File: config.mk
export PLATFORM = sky130hd
export DESIGN_NAME = reg_file_16x16
export DESIGN_NICKNAME = d
export VERILOG_FILES = /design/src/rtl/reg_file_pkg.sv /design/src/rtl/reg_clear_seq.sv /design/src/rtl/reg_file_16x16.sv
export SDC_FILE = /design/constraint.sdc
export NUM_CORES = 1
export LEC_CHECK = 0
export ABC_AREA = 1
export BUFFER_PORTS_ARGS = -buffer_cell sky130_fd_sc_hd__buf_2
export CORE_MARGIN = 2
export CORE_UTILIZATION = 55
export DETAILED_ROUTE_END_ITERATION = 8
export GPL_ROUTABILITY_DRIVEN = 1
export HOLD_SLACK_MARGIN = 0.1
export PLACE_DENSITY = 0.68
export SLEW_MARGIN = 10
export SYNTH_ARGS = -nofsm -noshare
export SYNTH_HDL_FRONTEND = slang
export SYNTH_SLANG_ARGS = --single-unit
File: constraint.sdc
create_clock -name clk -period 2.05 [get_ports clk]
set_input_delay 0.1025 -clock clk [delete_from_list [all_inputs] [get_ports clk]]
set_output_delay 0.1025 -clock clk [all_outputs]
set_load 0.02 [all_outputs]
File: src/rtl/reg_file_pkg.sv
// -----------------------------------------------------------------------------
// reg_file_pkg
//
// Shared constants and types for the 16x16 register file slice.
//
//   WIDTH   : data width of one register
//   ADDR_W  : register select width
//   DEPTH   : number of registers (2**ADDR_W)
//   state_e : clear sequencer state (IDLE / CLEAR)
// -----------------------------------------------------------------------------
package reg_file_pkg;

    localparam int WIDTH  = 16;
    localparam int ADDR_W = 4;
    localparam int DEPTH  = 1 << ADDR_W;

    // IDLE accepts writes; CLEAR walks the counter across R1..R(DEPTH-1).
    typedef enum logic {
        IDLE  = 1'b0,
        CLEAR = 1'b1
    } state_e;

endpackage : reg_file_pkg

File: src/rtl/reg_clear_seq.sv
// -----------------------------------------------------------------------------
// reg_clear_seq
//
// Hardware clear sequencer for the register file. On a sampled clr in IDLE it
// enters CLEAR with the counter at 1 and, for each of the following DEPTH-1
// cycles, presents one register index to be zeroed. Register 0 is hardwired
// to zero, so it is never visited. clr is ignored while a sequence runs.
//
// Ports
//   clk        in   clock, rising edge
//   rst_n      in   asynchronous active-low reset (aborts a running sequence)
//   clr_i      in   start request, level sampled each cycle
//   idle_o     out  sequencer is in IDLE (writes may be accepted)
//   clr_en_o   out  register clr_idx_o is zeroed at the end of this cycle
//   clr_idx_o  out  index of the register being cleared this cycle
//   busy_o     out  registered busy flag, high for the whole CLEAR phase
// -----------------------------------------------------------------------------
module reg_clear_seq #(
    parameter int ADDR_W = reg_file_pkg::ADDR_W
) (
    input  logic              clk,
    input  logic              rst_n,
    input  logic              clr_i,
    output logic              idle_o,
    output logic              clr_en_o,
    output logic [ADDR_W-1:0] clr_idx_o,
    output logic              busy_o
);

    import reg_file_pkg::*;

    // Last register to clear: all-ones index.
    localparam logic [ADDR_W-1:0] LAST_IDX  = '1;
    localparam logic [ADDR_W-1:0] FIRST_IDX = ADDR_W'(1);

    state_e            state_q;
    logic [ADDR_W-1:0] cnt_q;
    logic              busy_q;

    // NOTE: sequential state is updated with non-blocking assignments only, so
    // every flop samples the pre-edge values of its neighbours.
    always_ff @(posedge clk or negedge rst_n) begin
        if (!rst_n) begin
            state_q <= IDLE;
            cnt_q   <= '0;
            busy_q  <= 1'b0;
        end else begin
            case (state_q)
                IDLE: begin
                    if (clr_i) begin
                        state_q <= CLEAR;
                        cnt_q   <= FIRST_IDX;
                        busy_q  <= 1'b1;
                    end
                end
                CLEAR: begin
                    // The final index is still cleared this cycle (clr_en_o is
                    // high); leaving CLEAR takes effect on the following edge.
                    if (cnt_q == LAST_IDX) begin
                        state_q <= IDLE;
                        cnt_q   <= '0;
                        busy_q  <= 1'b0;
                    end else begin
                        cnt_q <= cnt_q + FIRST_IDX;
                    end
                end
                default: begin
                    state_q <= IDLE;
                    cnt_q   <= '0;
                    busy_q  <= 1'b0;
                end
            endcase
        end
    end

    assign idle_o    = (state_q == IDLE);
    assign clr_en_o  = (state_q == CLEAR);
    assign clr_idx_o = cnt_q;
    assign busy_o    = busy_q;

endmodule : reg_clear_seq

File: src/rtl/reg_file_16x16.sv
// -----------------------------------------------------------------------------
// reg_file_16x16
//
// 16-entry x 16-bit general-purpose register file: one write port, two
// combinational read ports with write-through bypass, and a hardware clear
// sequencer. Register 0 always reads zero and is never stored to.
//
// Ports
//   clk      in   clock, rising edge
//   rst_n    in   asynchronous active-low reset; zeroes all state
//   we       in   write request for this cycle
//   waddr    in   destination register
//   wdata    in   write-back data
//   raddr_a  in   operand A select
//   rdata_a  out  operand A data (combinational)
//   raddr_b  in   operand B select
//   rdata_b  out  operand B data (combinational)
//   clr      in   start clear sequence (level sampled)
//   busy     out  registered, high while the clear sequence runs
//   wr_ack   out  registered pulse: previous cycle's write was accepted
// -----------------------------------------------------------------------------
module reg_file_16x16 #(
    parameter int WIDTH  = reg_file_pkg::WIDTH,
    parameter int ADDR_W = reg_file_pkg::ADDR_W
) (
    input  logic              clk,
    input  logic              rst_n,
    input  logic              we,
    input  logic [ADDR_W-1:0] waddr,
    input  logic [WIDTH-1:0]  wdata,
    input  logic [ADDR_W-1:0] raddr_a,
    output logic [WIDTH-1:0]  rdata_a,
    input  logic [ADDR_W-1:0] raddr_b,
    output logic [WIDTH-1:0]  rdata_b,
    input  logic              clr,
    output logic              busy,
    output logic              wr_ack
);

    import reg_file_pkg::*;

    localparam int N_REGS = 1 << ADDR_W;

    // -------------------------------------------------------------------------
    // Clear sequencer
    // -------------------------------------------------------------------------
    logic              seq_idle;
    logic              seq_clr_en;
    logic [ADDR_W-1:0] seq_clr_idx;

    reg_clear_seq #(
        .ADDR_W (ADDR_W)
    ) u_clear_seq (
        .clk       (clk),
        .rst_n     (rst_n),
        .clr_i     (clr),
        .idle_o    (seq_idle),
        .clr_en_o  (seq_clr_en),
        .clr_idx_o (seq_clr_idx),
        .busy_o    (busy)
    );

    // -------------------------------------------------------------------------
    // Write acceptance
    // -------------------------------------------------------------------------
    // A write is accepted only in IDLE with no clr in the same cycle; clr wins
    // and the write is silently dropped. Writes to R0 are accepted (and
    // acknowledged) but have no storage effect.
    logic wr_accept;
    logic wr_store;

    assign wr_accept = seq_idle && !clr && we;
    assign wr_store  = wr_accept && (waddr != '0);

    // -------------------------------------------------------------------------
    // Storage
    // -------------------------------------------------------------------------
    logic [WIDTH-1:0] regs_q [N_REGS];
    logic [WIDTH-1:0] regs_d [N_REGS];

    // NOTE: every variable driven here gets a full default first, so no path
    // through the block leaves a value unassigned and no latch is inferred.
    always_comb begin
        regs_d = regs_q;
        if (seq_clr_en) begin
            regs_d[seq_clr_idx] = '0;
        end
        // Clear and store are mutually exclusive (stores need IDLE), so the
        // ordering of these two updates never matters.
        if (wr_store) begin
            regs_d[waddr] = wdata;
        end
        regs_d[0] = '0;
    end

    // NOTE: the storage array is reset explicitly because an asynchronous
    // reset must leave every register reading zero without a clock edge; this
    // keeps it in flops rather than a RAM macro.
    always_ff @(posedge clk or negedge rst_n) begin
        if (!rst_n) begin
            for (int i = 0; i < N_REGS; i++) begin
                regs_q[i] <= '0;
            end
        end else begin
            regs_q <= regs_d;
        end
    end

    // -------------------------------------------------------------------------
    // Write acknowledge
    // -------------------------------------------------------------------------
    logic wr_ack_q;

    always_ff @(posedge clk or negedge rst_n) begin
        if (!rst_n) begin
            wr_ack_q <= 1'b0;
        end else begin
            wr_ack_q <= wr_accept;
        end
    end

    assign wr_ack = wr_ack_q;

    // -------------------------------------------------------------------------
    // Read ports with write-through bypass
    // -------------------------------------------------------------------------
    // Bypass only forwards writes that will actually be stored, so R0 and
    // dropped writes (clr or CLEAR state) never leak onto the read ports.
    logic bypass_a;
    logic bypass_b;

    assign bypass_a = wr_store && (waddr == raddr_a);
    assign bypass_b = wr_store && (waddr == raddr_b);

    assign rdata_a = (raddr_a == '0) ? '0 :
                     bypass_a        ? wdata : regs_q[raddr_a];
    assign rdata_b = (raddr_b == '0) ? '0 :
                     bypass_b        ? wdata : regs_q[raddr_b];

endmodule : reg_file_16x16
==> results.cfg, run 1 <==
[run_status]
outcome = finished with violations
violations = negative setup slack

[floorplanning]
die_height_um = 174
io_pins = 66
coreArea_um2 = 28500
num_rows = 62
dieArea_um2 = 30100
die_w_um = 174
initial_core_util_pct = 55.5

[placed_design]
postPlaceCellArea_um2 = 16600
io_buffer_count = 65
dp.cells = 2857
gp_congestion = 1.04
dp_hpwl_mm = 41.6
place_ws_ns = 0.195

[yosys]
synth_top_area_share_pct = 39.1
ys_ff_latch = 247
synthMostInstantiatedCell = nand2_1
syn-cell-area_um2 = 15800
synth.distinct_cells = 29
ys_seq_area_share_pct = 39.1
netlist_instances = 2496
ys.flop_type = dfrtp_1
yosysWarnings = 0
synth-edff-count = 0
syn_area_per_cell_um2 = 6.33
netlist_top_cells_count = nand2_1 (985), nand3_1 (358), dfrtp_1 (247)
yosys.area.top_type = dfrtp_1
async_reset_ff_share_pct = 100
syn_nets = 2533
ys_top_cells_by_area = dfrtp_1 (39%), nand2_1 (23%), nand3_1 (11%)

[setup_path]
path_buf_inv = 3
path_common_cell = nand2_2
critPathLaunchType = flip-flop
worst_path_largest_cell_delay_ns = 0.39
rrSetupSlack_ns = 0.24
cpLargestDelayFamily = simple AND/OR/NAND/NOR gates
end_kind = output pin
crit_chain = nor2_2 > nand2_2 > clkinv_4 > o21ai_4 > nor2_4 > nand2_4 > buf_16 > nand2_2 > nand2_2 > buf_6
crit_slowest_cell = dfrtp_1
r2r_start = u_clear_seq.clr_en_o$_DFF_PN0_
path_class = reg -> out
reg2reg_to = regs_q[165]$_DFF_PN0_
cp.required_ns = 1.95
rr_worst_depth = 9
worstPathArrival_ns = 2.02
cp_max_fo = 8

[cts]
clock_latency_ns = 0.56
cts-root-buf = clkbuf_16
clock_path_buffers = 3
clk_pin_slew_ns = 0.06
cts.sinks = 247
htreeDepth = 1
cts_buffers = 29
cts_tree = done

[detailed_routing]
first_pass_iters = 5
postRouteAntennaNets = 0
wl_per_cell_um = 21.8
drc = 0
routed_via_density = 5.87
wl_mm = 64.0
num_vias = 17246
dr.first_iter.drc_count = 2100

[sta]
fin_worst_skew_ns = 0.0119
finalCritPeriodShare_pct = 103
setup_viol = 32
fin_hold_ws_ns = 0.182
setup_tns_ns = -1.32
slew_viol_final = 0
timing.fmax_ghz = 0.472
rsz0062_at_grt = yes
fin_crit_ns = 2.12
slew_headroom_pct = 29.2
worst_slack_ns = -0.0675
tightest_slew_ns = 1.06
hold_viol = 0

[run]
maxCapViolations = 0

[power]
cellPowerDensity_nw_per_um2 = 914
vdd_drop_max_mv = 0.718
p_leak_nw = 9.27
p_total_mw = 16.8

[grt]
grt_max_degree = 75
grt_pass1_vias = 16150
grt_pass1_wl_mm = 97.3
grt_antenna_before_repair = 1
grt-ovfl-total = 0
grt.total_usage_pct = 42.2

[cells_and_area]
finalNonFillerCells = 2937
final_nets = 2569
antenna_cells = 0
utilization_pct = 64.7
area_delta_synth_final_pct = 16.6
stdcell_area_um2 = 18400
drive_above_1_share_pct = 11.4

[hold_path]
min_path_type = in -> async
layout by cell type (no fill, tap or decap), types with 11 or more instances in the layout:
cell / n
nor2_1: 160
buf_12: 13
nand2_2: 35
buf_6: 32
clkbuf_1: 11
nand2_1: 922
buf_4: 82
nand2_4: 33
dlygate4sd3_1: 19
nand3_1: 356
a21oi_1: 13
dfrtp_1: 247
o21ai_0: 234
o211ai_1: 32
o21ai_1: 13
buf_2: 30
clkbuf_16: 29
inv_1: 238
what timing repair did:
action	4_1_cts	5_1_grt
hold endpoints to repair	281	0
resized for setup	164	18
endpoints found under the setup margin	32	32
cloned	4	0
pin swaps	36	13
hold buffers	20	0
setup buffers	3	1
power breakdown:
group | leakage, nW | switching [mW] | internal [mW]
sequential | 3.40 | 0.511 | 5.77
clock | 0.444 | 2.11 | 2.88
combinational | 5.43 | 3.77 | 1.80
worst min-delay path, cell delays in order:
cell and delay, ns:
dlygate4sd3_1 0.56, buf_8 0.19, buf_12 0.25
state kept, by name, summed over array words and instances, names as in the netlist:
signal,count
regs_q,240
u_clear_seq.clr_idx_o,4
u_clear_seq.clr_en_o,1
u_clear_seq.busy_o,1
wr_ack,1
cells by family after synthesis:
group / count (synthesis) / synth area share [%]
AOI/OAI and AO/OA: 295 / 9.89
xor gates and xnor gates: 5 / 0.277
adders and majority gates: 5 / 0.396
buffers and inverters: 423 / 10.9
DFF: 247 / 39.1
and+or+nand+nor: 1521 / 39.5
layer usage:
layer,global-route usage (%),vias up,share of wire [%]
li1,-,7901,-
met1,52.8,8002,37
met2,65.4,1076,44
met5,1.76,-,0.11
met3,10.2,265,11
met4,27.5,2,7.6
worst max-delay path by stage:
stage                                    startpoint                    end  slack, ns  depth (start not counted)
4_1_cts              u_clear_seq.clr_en_o$_DFF_PN0_             rdata_b[3]      -0.10                         10
6_report             u_clear_seq.clr_en_o$_DFF_PN0_             rdata_a[7]      -0.07                         10
2_1_floorplan  u_clear_seq.clr_idx_o[1]$_DFFE_PN0P_  regs_q[110]$_DFF_PN0_       0.47                          8
3_5_place_dp                             raddr_b[2]            rdata_b[13]       0.19                         10
5_1_grt              u_clear_seq.clr_en_o$_DFF_PN0_             rdata_a[7]      -0.13                         10
3_3_place_gp                             raddr_b[2]             rdata_b[1]       0.19                         10
cell type report:
class	instances	area (um2)
fillers	2662	10000
multi-input cells	1826	8270
flip-flops and latches	247	6180
repair buffers	179	1650
inverters	247	945
clock buffers	48	877
well taps	384	480
clock inverters	4	20.0
repair inverters	2	12.5
(Power assumes the default switching activity.)
==> run 2: changes to the inputs <==
Settings changed: CELL_PAD_IN_SITES_DETAIL_PLACEMENT set to 0, CELL_PAD_IN_SITES_GLOBAL_PLACEMENT set to 2, CORE_UTILIZATION 55 to 35, PLACE_DENSITY 0.68 to 0.78.
Clock period 2.05 ns to 2.35 ns, I/O delays scaled along.
==> results.cfg, run 2 (same netlist as run 1, synthesis figures left out) <==
[cells_and_area]
layout_commonest_cell = nand2_1
largest_reg_flops = 240
top_register = regs_q
utilization_pct = 41.6
stdcell_area_um2 = 18500
drive_above_1_share_pct = 10.0
finalNonFillerCells = 3141
layout_common_cells = nand2_1 (955), nand3_1 (358), dfrtp_1 (247)
area_delta_synth_final_pct = 16.8
final_nets = 2561

[floorplanning]
die_height_um = 217
num_rows = 77
coreArea_um2 = 44400
io_pins = 66
initial_core_util_pct = 35.6
dieArea_um2 = 46900
die_w_um = 217

[hold_path]
min_path_type = in -> async

[detailed_routing]
drc = 0
postRouteAntennaNets = 0
dr.first_iter.drc_count = 1328
routed_via_density = 5.24
num_vias = 16462
wl_per_cell_um = 22.2
first_pass_iters = 6
wl_mm = 69.6

[sta]
slew_viol_final = 0
finalCritPeriodShare_pct = 96.8
rsz0062_at_grt = yes
fin_crit_ns = 2.28
hold_viol = 0
setup_viol = 0
setup_tns_ns = 0
tightest_slew_ns = 1.29
slew_headroom_pct = 13.5
fin_worst_skew_ns = 0.00662
timing.fmax_ghz = 0.439

[power]
p_leak_nw = 9.25
cellPowerDensity_nw_per_um2 = 817
p_total_mw = 15.1
vdd_drop_max_mv = 0.575

[cts]
clk_pin_slew_ns = 0.06
cts_buffers = 31
clock_path_buffers = 3
clock_latency_ns = 0.58
htreeDepth = 1
cts.sinks = 247
cts-root-buf = clkbuf_16
cts_tree = done

[run]
maxCapViolations = 0

[setup_path]
crit_slowest_cell = dfrtp_1
crit_chain = nor2_4 > nand2_4 > inv_4 > o21ai_4 > nor2_4 > nand2_4 > clkbuf_16 > nand2_4 > nand2_1 > buf_6
cp_max_fo = 8
cp.required_ns = 2.23
worstPathArrival_ns = 2.16
critPathLaunchType = flip-flop
path_common_cell = nand2_4
worst_path_largest_cell_delay_ns = 0.40
end_kind = output pin
path_class = reg -> out

[placed_design]
postPlaceCellArea_um2 = 16900
dp_hpwl_mm = 45.1
gp_congestion = 0.898
io_buffer_count = 65
dp.cells = 3057

[grt]
grt_pass1_vias = 15887
grt_antenna_before_repair = 2
grt_pass1_wl_mm = 104
grt-ovfl-total = 0
grt_max_degree = 69
grt.total_usage_pct = 29.7

[run_status]
outcome = finished, final reports clean
==> run 2: changes by cell type in the layout (fill, tap and decap cells not counted), moves of 3 or more <==
| cell | previous run | this run |
|---|---|---|
| clkinv_2 | 6 | 9 |
| clkbuf_16 | 29 | 32 |
| nand2_1 | 922 | 955 |
| buf_2 | 30 | 46 |
| buf_6 | 32 | 17 |
| buf_4 | 82 | 71 |
| nand2_2 | 35 | 23 |
| nand2_4 | 33 | 12 |
| clkbuf_1 | 11 | 6 |
==> run 2: layer usage <==
metal,global-route usage (%),wire length [um]
met3,5.57,4770
met4,11.9,3330
met1,38.6,29300
met2,48.7,32200
met5,0,11
==> run 2: what timing repair did <==
item / CTS / global route
setup endpoints to repair: 32 / 27
pin swaps: 0 / 11
cloned: 0 / 2
resized for setup: 6 / 84
endpoints found under the hold margin: 241 / 0
setup buffers: 0 / 5
hold buffers: 19 / 0
==> run 2: critical path, delay by kind of cell, from the launching register on <==
| family | cells | cell delay (ns) |
|---|---|---|
| and+or+nand+nor | 6 | 0.64 |
| buffers and inverters | 3 | 0.46 |
| DFF | 1 | 0.40 |
| AOI/OAI and AO/OA | 1 | 0.06 |
==> run 2: metrics by stage <==
| step | hold WS [ns] | setup slack [ns] |
|---|---|---|
| 6_report | 0.0850 | 0.0741 |
| 3_5_place_dp | 0.139 | 0.313 |
| 2_1_floorplan | -0.178 | 0.771 |
| 5_1_grt | 0.146 | -0.0118 |
| 4_1_cts | 0.122 | 0.00805 |
| 3_3_place_gp | 0.145 | 0.364 |
==> run 2: worst paths after layout <==
check                                                      from                             end  slack [ns]  cells past startpoint
hold / removal                                            rst_n            regs_q[13]$_DFF_PN0_        0.08                      2
hold reg to reg                  u_clear_seq.busy_o$_DFFE_PN0P_  u_clear_seq.busy_o$_DFFE_PN0P_        0.47                      2
setup / recovery                 u_clear_seq.clr_en_o$_DFF_PN0_                      rdata_a[3]        0.07                     10
setup reg to reg           u_clear_seq.clr_idx_o[0]$_DFFE_PN0P_           regs_q[122]$_DFF_PN0_        0.37                      8
max in group asynchronous                                 rst_n           regs_q[206]$_DFF_PN0_        1.39                      3
min in group clk                                       waddr[0]            regs_q[28]$_DFF_PN0_        0.31                      5
==> run 2: where the power goes <==
| group | internal, mW | leakage [nW] | switching (mW) | total, mW |
|---|---|---|---|---|
| sequential | 5.04 | 3.40 | 0.414 | 5.45 |
| clock | 2.90 | 0.514 | 2.01 | 4.92 |
| combinational | 1.49 | 5.33 | 3.23 | 4.72 |
==> run 2: cell type report <==
class,instances,area [um2]
diodes,1,2.50
clock buffers,46,922
clock inverters,11,108
fillers,4802,25900
inverters,247,951
multi-input cells,1826,8070
flip-flops and latches,247,6180
well taps,592,741
repair buffers,170,1490
repair inverters,1,8.76
